--- src/rtl/fp_div_vec_sequencer.sv ---
// rtl/fp_div_vec_sequencer.sv - operand table sequencer and tagged result collector for the fp divider
// Streams DEPTH operand pairs to the divider and returns each quotient tagged with its table index.
module fp_div_vec_sequencer #(
   parameter int W       = 32,
   parameter int DEPTH   = 8,
   parameter int MAX_OUT = 4
) (
   input  logic                     clk,
   input  logic                     rst,
   input  logic                     wr_en,
   input  logic [$clog2(DEPTH)-1:0] wr_addr,
   input  logic [W-1:0]             wr_a,
   input  logic [W-1:0]             wr_b,
   input  logic                     start,
   input  logic                     loop,
   input  logic                     stop,
   output logic                     op_valid,
   input  logic                     op_ready,
   output logic [W-1:0]             op_a,
   output logic [W-1:0]             op_b,
   input  logic                     ip_res_valid,
   output logic                     ip_res_ready,
   input  logic [W-1:0]             ip_res_data,
   output logic                     res_valid,
   input  logic                     res_ready,
   output logic [W-1:0]             res_data,
   output logic [$clog2(DEPTH)-1:0] res_idx,
   output logic                     busy,
   output logic                     done,
   output logic [15:0]              nonfinite_cnt
);

   localparam int IW = $clog2(DEPTH);
   localparam int CW = $clog2(MAX_OUT) + 1;
   localparam int PW = (MAX_OUT > 1) ? $clog2(MAX_OUT) : 1;

   typedef enum logic [1:0] {IDLE, RUN, DRAIN, DONE} state_t;

   state_t        state, state_nxt;
   logic [W-1:0]  tab_a [DEPTH];
   logic [W-1:0]  tab_b [DEPTH];
   logic [IW-1:0] tag_mem [MAX_OUT];
   logic [IW-1:0] iss_idx;
   logic          loop_r;
   logic [CW-1:0] out_cnt;
   logic [PW-1:0] tag_wr_ptr, tag_rd_ptr;
   logic          idle_or_done, start_ok, op_hs, ip_hs, res_take, last_iss;

   function automatic logic [PW-1:0] ptr_inc(input logic [PW-1:0] p);
      return (p == PW'(MAX_OUT - 1)) ? '0 : p + PW'(1);
   endfunction

   assign idle_or_done = (state == IDLE) || (state == DONE);
   assign start_ok     = start && idle_or_done;
   assign op_valid     = (state == RUN) && (out_cnt < CW'(MAX_OUT));
   assign op_a         = op_valid ? tab_a[iss_idx] : '0;
   assign op_b         = op_valid ? tab_b[iss_idx] : '0;
   assign op_hs        = op_valid && op_ready;
   assign ip_res_ready = !res_valid || res_ready;
   assign ip_hs        = ip_res_valid && ip_res_ready;
   // Results with no tag outstanding belong to a run cut short by reset: accept and drop them.
   assign res_take     = ip_hs && (out_cnt != '0);
   assign last_iss     = !loop_r && (iss_idx == IW'(DEPTH - 1));
   assign busy         = (state == RUN) || (state == DRAIN);
   assign done         = (state == DONE);

   always_comb begin
      state_nxt = state;
      case (state)
         IDLE:    if (start) state_nxt = RUN;
         RUN:     if ((loop_r && stop) || (op_hs && last_iss)) state_nxt = DRAIN;
         DRAIN:   if ((out_cnt == '0) && !res_valid) state_nxt = DONE;
         DONE:    if (start) state_nxt = RUN;
         default: state_nxt = IDLE;
      endcase
   end

   always_ff @(posedge clk or posedge rst) begin
      if (rst) state <= IDLE;
      else     state <= state_nxt;
   end

   // Table and tag storage carry no reset; their contents are only observed once written.
   always_ff @(posedge clk) begin
      if (wr_en && idle_or_done) begin
         tab_a[wr_addr] <= wr_a;
         tab_b[wr_addr] <= wr_b;
      end
      if (op_hs) tag_mem[tag_wr_ptr] <= iss_idx;
   end

   always_ff @(posedge clk or posedge rst) begin
      if (rst) begin
         iss_idx    <= '0;
         loop_r     <= 1'b0;
         out_cnt    <= '0;
         tag_wr_ptr <= '0;
         tag_rd_ptr <= '0;
      end else begin
         if (start_ok) begin
            iss_idx <= '0;
            loop_r  <= loop;
         end else if (op_hs) begin
            iss_idx <= iss_idx + IW'(1);
         end
         if (op_hs && !res_take)      out_cnt <= out_cnt + CW'(1);
         else if (!op_hs && res_take) out_cnt <= out_cnt - CW'(1);
         if (op_hs)    tag_wr_ptr <= ptr_inc(tag_wr_ptr);
         if (res_take) tag_rd_ptr <= ptr_inc(tag_rd_ptr);
      end
   end

   always_ff @(posedge clk or posedge rst) begin
      if (rst) begin
         res_valid     <= 1'b0;
         res_data      <= '0;
         res_idx       <= '0;
         nonfinite_cnt <= '0;
      end else begin
         if (res_take) begin
            res_valid <= 1'b1;
            res_data  <= ip_res_data;
            res_idx   <= tag_mem[tag_rd_ptr];
         end else if (res_ready) begin
            res_valid <= 1'b0;
         end
         if (start_ok)
            nonfinite_cnt <= '0;
         else if (res_take && (ip_res_data[W-2 -: 8] == 8'hFF) && (nonfinite_cnt != 16'hFFFF))
            nonfinite_cnt <= nonfinite_cnt + 16'd1;
      end
   end

endmodule

--- config.mk ---
export PLATFORM = sky130hd
export DESIGN_NAME = fp_div_vec_sequencer
export DESIGN_NICKNAME = d
export VERILOG_FILES = /design/src/rtl/fp_div_vec_sequencer.sv
export SDC_FILE = /design/constraint.sdc
export NUM_CORES = 1
export LEC_CHECK = 0
export BUFFER_PORTS_ARGS = -buffer_cell sky130_fd_sc_hd__buf_2
export CORE_MARGIN = 2
export CORE_UTILIZATION = 63
export DETAILED_ROUTE_END_ITERATION = 10
export HOLD_SLACK_MARGIN = 0.12
export PLACE_DENSITY = 0.88
export SLEW_MARGIN = 20
export SYNTH_ARGS = -nofsm -noshare
export SYNTH_HDL_FRONTEND = slang
export SYNTH_SLANG_ARGS = --single-unit
--- constraint.sdc ---
create_clock -name clk -period 8.49 [get_ports clk]
set_input_delay 0.4245 -clock clk [delete_from_list [all_inputs] [get_ports clk]]
set_output_delay 0.4245 -clock clk [all_outputs]
set_load 0.02 [all_outputs]
==> summary.txt <==
Worst setup path
  • Bufs and invs on worst path: 2
  • CP cell instances: buf_4 > mux4_2 > mux2i_1 > nor2_1 > buf_2
  • CP required: 8070 ps
  • CP startpoint kind: register
  • CP delay by family, top: buffers and inverters
  • CP Depth: 5
  • CP Capture Type: output port
  • Crit path max fanout: 51
  • Highest cell delay on the worst timing path: 940 ps
  • Worst EP arrival: 3600 ps
  • Slowest stage cell on the critical path: dfrtp_4
  • Worst-case reg-to-reg path depth: 7
  • Crit path kind: reg2out

Clock tree
  • # Post-CTS Setup Buffers: 0
  • CTS clk-pin slew, worst paths: 60 ps
  • Clk root buf: clkbuf_16
  • TritonCTS Buffers: 55
  • Clk buf depth: 3
  • CTS Sinks: 589
  • CTS resizes: 0
  • CTS tree: built
  • H-tree lvl count: 2
  • Clk Latency, worst-skew pair: 590 ps

Drt
  • ANT nets after route: 0
  • # DRC: 0
  • Overall routed net length: 49510 um
  • WL/cell: 25.40 um
  • Vias per cell: 6.203
  • 1st-pass router iterations: 5
  • Initial DRC count: 971
  • Routed vias: 12090

Die
  • I/O Pins: 228
  • DIE AREA: 37840 um^2
  • Die W: 194.5 um
  • FP Rows: 69
  • Initial Util: 0.6414
  • Chip Height: 194.5 um
  • Core ar.: 35660 um^2

Logic synthesis
  • Post-synth EDFFs: 524
  • Synth top area cells: edfxtp_1 69%, mux4_2 13%, dfrtp_1 7.1%
  • Mapped Cells: 1096
  • Syn. warnings: 0
  • Synthesized-area fraction occupied by adder cells: 0.007441
  • Area leader, netlist: edfxtp_1
  • Synth top cells by count: 524 x edfxtp_1, 131 x mux4_2, 72 x nor2_1
  • Compound-Gate Fraction of Synth Area: 0.01040
  • Synth async-reset ratio: 0.1104
  • Most common cell in the netlist: edfxtp_1
  • Flops & latches, synth: 589
  • Ys flop type: edfxtp_1
  • Mux contribution to synthesized area: 0.1770
  • Yosys top cell area share: 0.6880
  • XOR/XNOR share of the synthesized area: 0.001532
  • Seq/Total Area, Yosys: 0.7592
  • Synthesized area: 22870 um^2
  • Fraction of the mapped netlist area in simple logic gates: 0.03195
  • Syn Nets: 1217
  • Largest family of logic cells by synthesized area: multiplexers
  • Mapped Avg Cell Area: 20.87 um^2
  • Synth unique cells: 40

Global routing
  • Antenna violations before repair: 3
  • First-pass GRT wire length: 76070 um
  • Largest net degree at the start of global routing: 80
  • Number of global-route vias before repair: 12780
  • Total grt overflow: 0
  • Total track usage: 0.2691

STA
  • Hold_ws: 159.3 ps
  • Setup TNS: 0 ps
  • Minimum clock period: 4029 ps
  • Clk_skew: 13.86 ps
  • Final Hold Viols: 0
  • RSZ-0062 raised after global routing: no
  • Period utilization: 0.4746
  • Setup ws final: 4461 ps
  • Max frequency: 0.2482 GHz
  • Headroom to the max-slew limit: 0.2602
  • Setup violators final: 0
  • Worst-margin pin slew: 1110 ps
  • Final Slew Violations: 0

Layout
  • Non-Filler Instances: 1949
  • Fin nets: 1561
  • Area growth syn-to-layout: 19.23%
  • Share of cells above drive strength 1: 0.3423

Run status
  • Run status: completed

Min path
  • HP Class: in2reg
  • Worst hold path depth: 4

Place
  • Detail Placement HPWL: 25340 um
  • Global placement routability congestion: 0.8497
  • Placed cells: 1746
  • Port bufs: 227
  • Worst slack, placed: 4923 ps

Power and ir drop
  • VDD IR max: 0.2777 mV
  • Pwr dens: 284.1 nW/um^2
  • Leak Pwr: 9.320 nW

Job
  • Max Cap Viol: 0
==> cells in the final DEF (no fill, tap or decap), types with 15 or more instances in the layout <==
cell / n
edfxtp_1: 524
clkbuf_1: 17
nand2_1: 21
nor2_1: 67
mux2_2: 38
a21oi_1: 16
clkbuf_16: 56
dfrtp_1: 62
buf_2: 227
mux2i_1: 67
dlygate4sd3_1: 98
mux4_2: 131
buf_4: 15
==> tightest hold or removal path, cell delays in order <==
cell     delay [ps]
buf_2            80
nor2b_1          80
inv_1            80
nand2_1          50
==> stage by stage <==
stage | cell area (um^2) | power [mW] | utilization
6_report | 27270 | 7.747 | 0.7647
5_1_grt | 27260 | 8.047 | 0.7646
4_1_cts | 27250 | 7.781 | 0.7643
3_5_place_dp | 24540 | 5.381 | 0.6883
3_3_place_gp | 24540 | 5.314 | 0.6883
2_1_floorplan | 22870 | 4.862 | -
==> worst paths after layout <==
check / start / endpoint / slack [ps]
setup / recovery: iss_idx[0]$_DFFE_PP0P_ / op_a[25] / 4460
hold / removal: res_ready / res_valid$_DFFE_PP0P_ / 160
setup reg to reg: iss_idx[1]$_DFFE_PP0P_ / state[0]$_DFFE_PP0P_ / 5180
hold reg to reg: res_idx[2]$_DFFE_PP0P_ / res_idx[2]$_DFFE_PP0P_ / 500
max in group asynchronous: rst / iss_idx[1]$_DFFE_PP0P_ / 7260
min in group asynchronous: rst / nonfinite_cnt[15]$_DFFE_PP0P_ / 630
==> registers in the layout, indices dropped and copies added (netlist names) <==
name and count:
res_data 32, tag_rd_ptr 2, res_valid 1, iss_idx 3
state 2, tab_b 256, loop_r 1, tab_a 256
tag_mem 12, tag_wr_ptr 2, res_idx 3, out_cnt 3
nonfinite_cnt 16
==> power breakdown <==
part	total [mW]	switching [mW]	leakage (nW)	internal (mW)
combinational	1.78	0.974	2.93	0.802
sequential	3.59	0.183	5.54	3.41
clock	2.38	1.03	0.851	1.35
total	7.75	2.19	9.32	5.56
==> metal layers <==
layer,vias to the layer above,share of wire,track usage
li1,5179,-,-
met1,6279,0.39,0.3671
met2,566,0.51,0.4519
met3,66,0.085,0.05830
met4,0,0.016,0.06752
met5,-,0,0
==> cells by family after synthesis <==
kind of cell | count (synthesis)
flops | 589
mux | 236
simple gates | 150
buf+inv | 67
compound gates | 37
fa+ha+maj | 13
xor+xnor | 4
==> what timing repair did <==
| item | CTS | global route |
|---|---|---|
| endpoints found under the setup margin | 0 | 0 |
| hold buffers | 98 | 0 |
| hold endpoints to repair | 610 | 0 |
==> layout make-up <==
type                       instances  area, um^2
multi-input combinational        440        5288
clock inverter                    27       250.2
tap                              461       576.8
inverter                          13       48.80
fill                            1828        8389
antenna                            4       10.01
clock buffer                      74        1479
sequential                       589       17370
timing repair buffer             341        2241
Note: power is estimated with default switching activity, not from simulation.
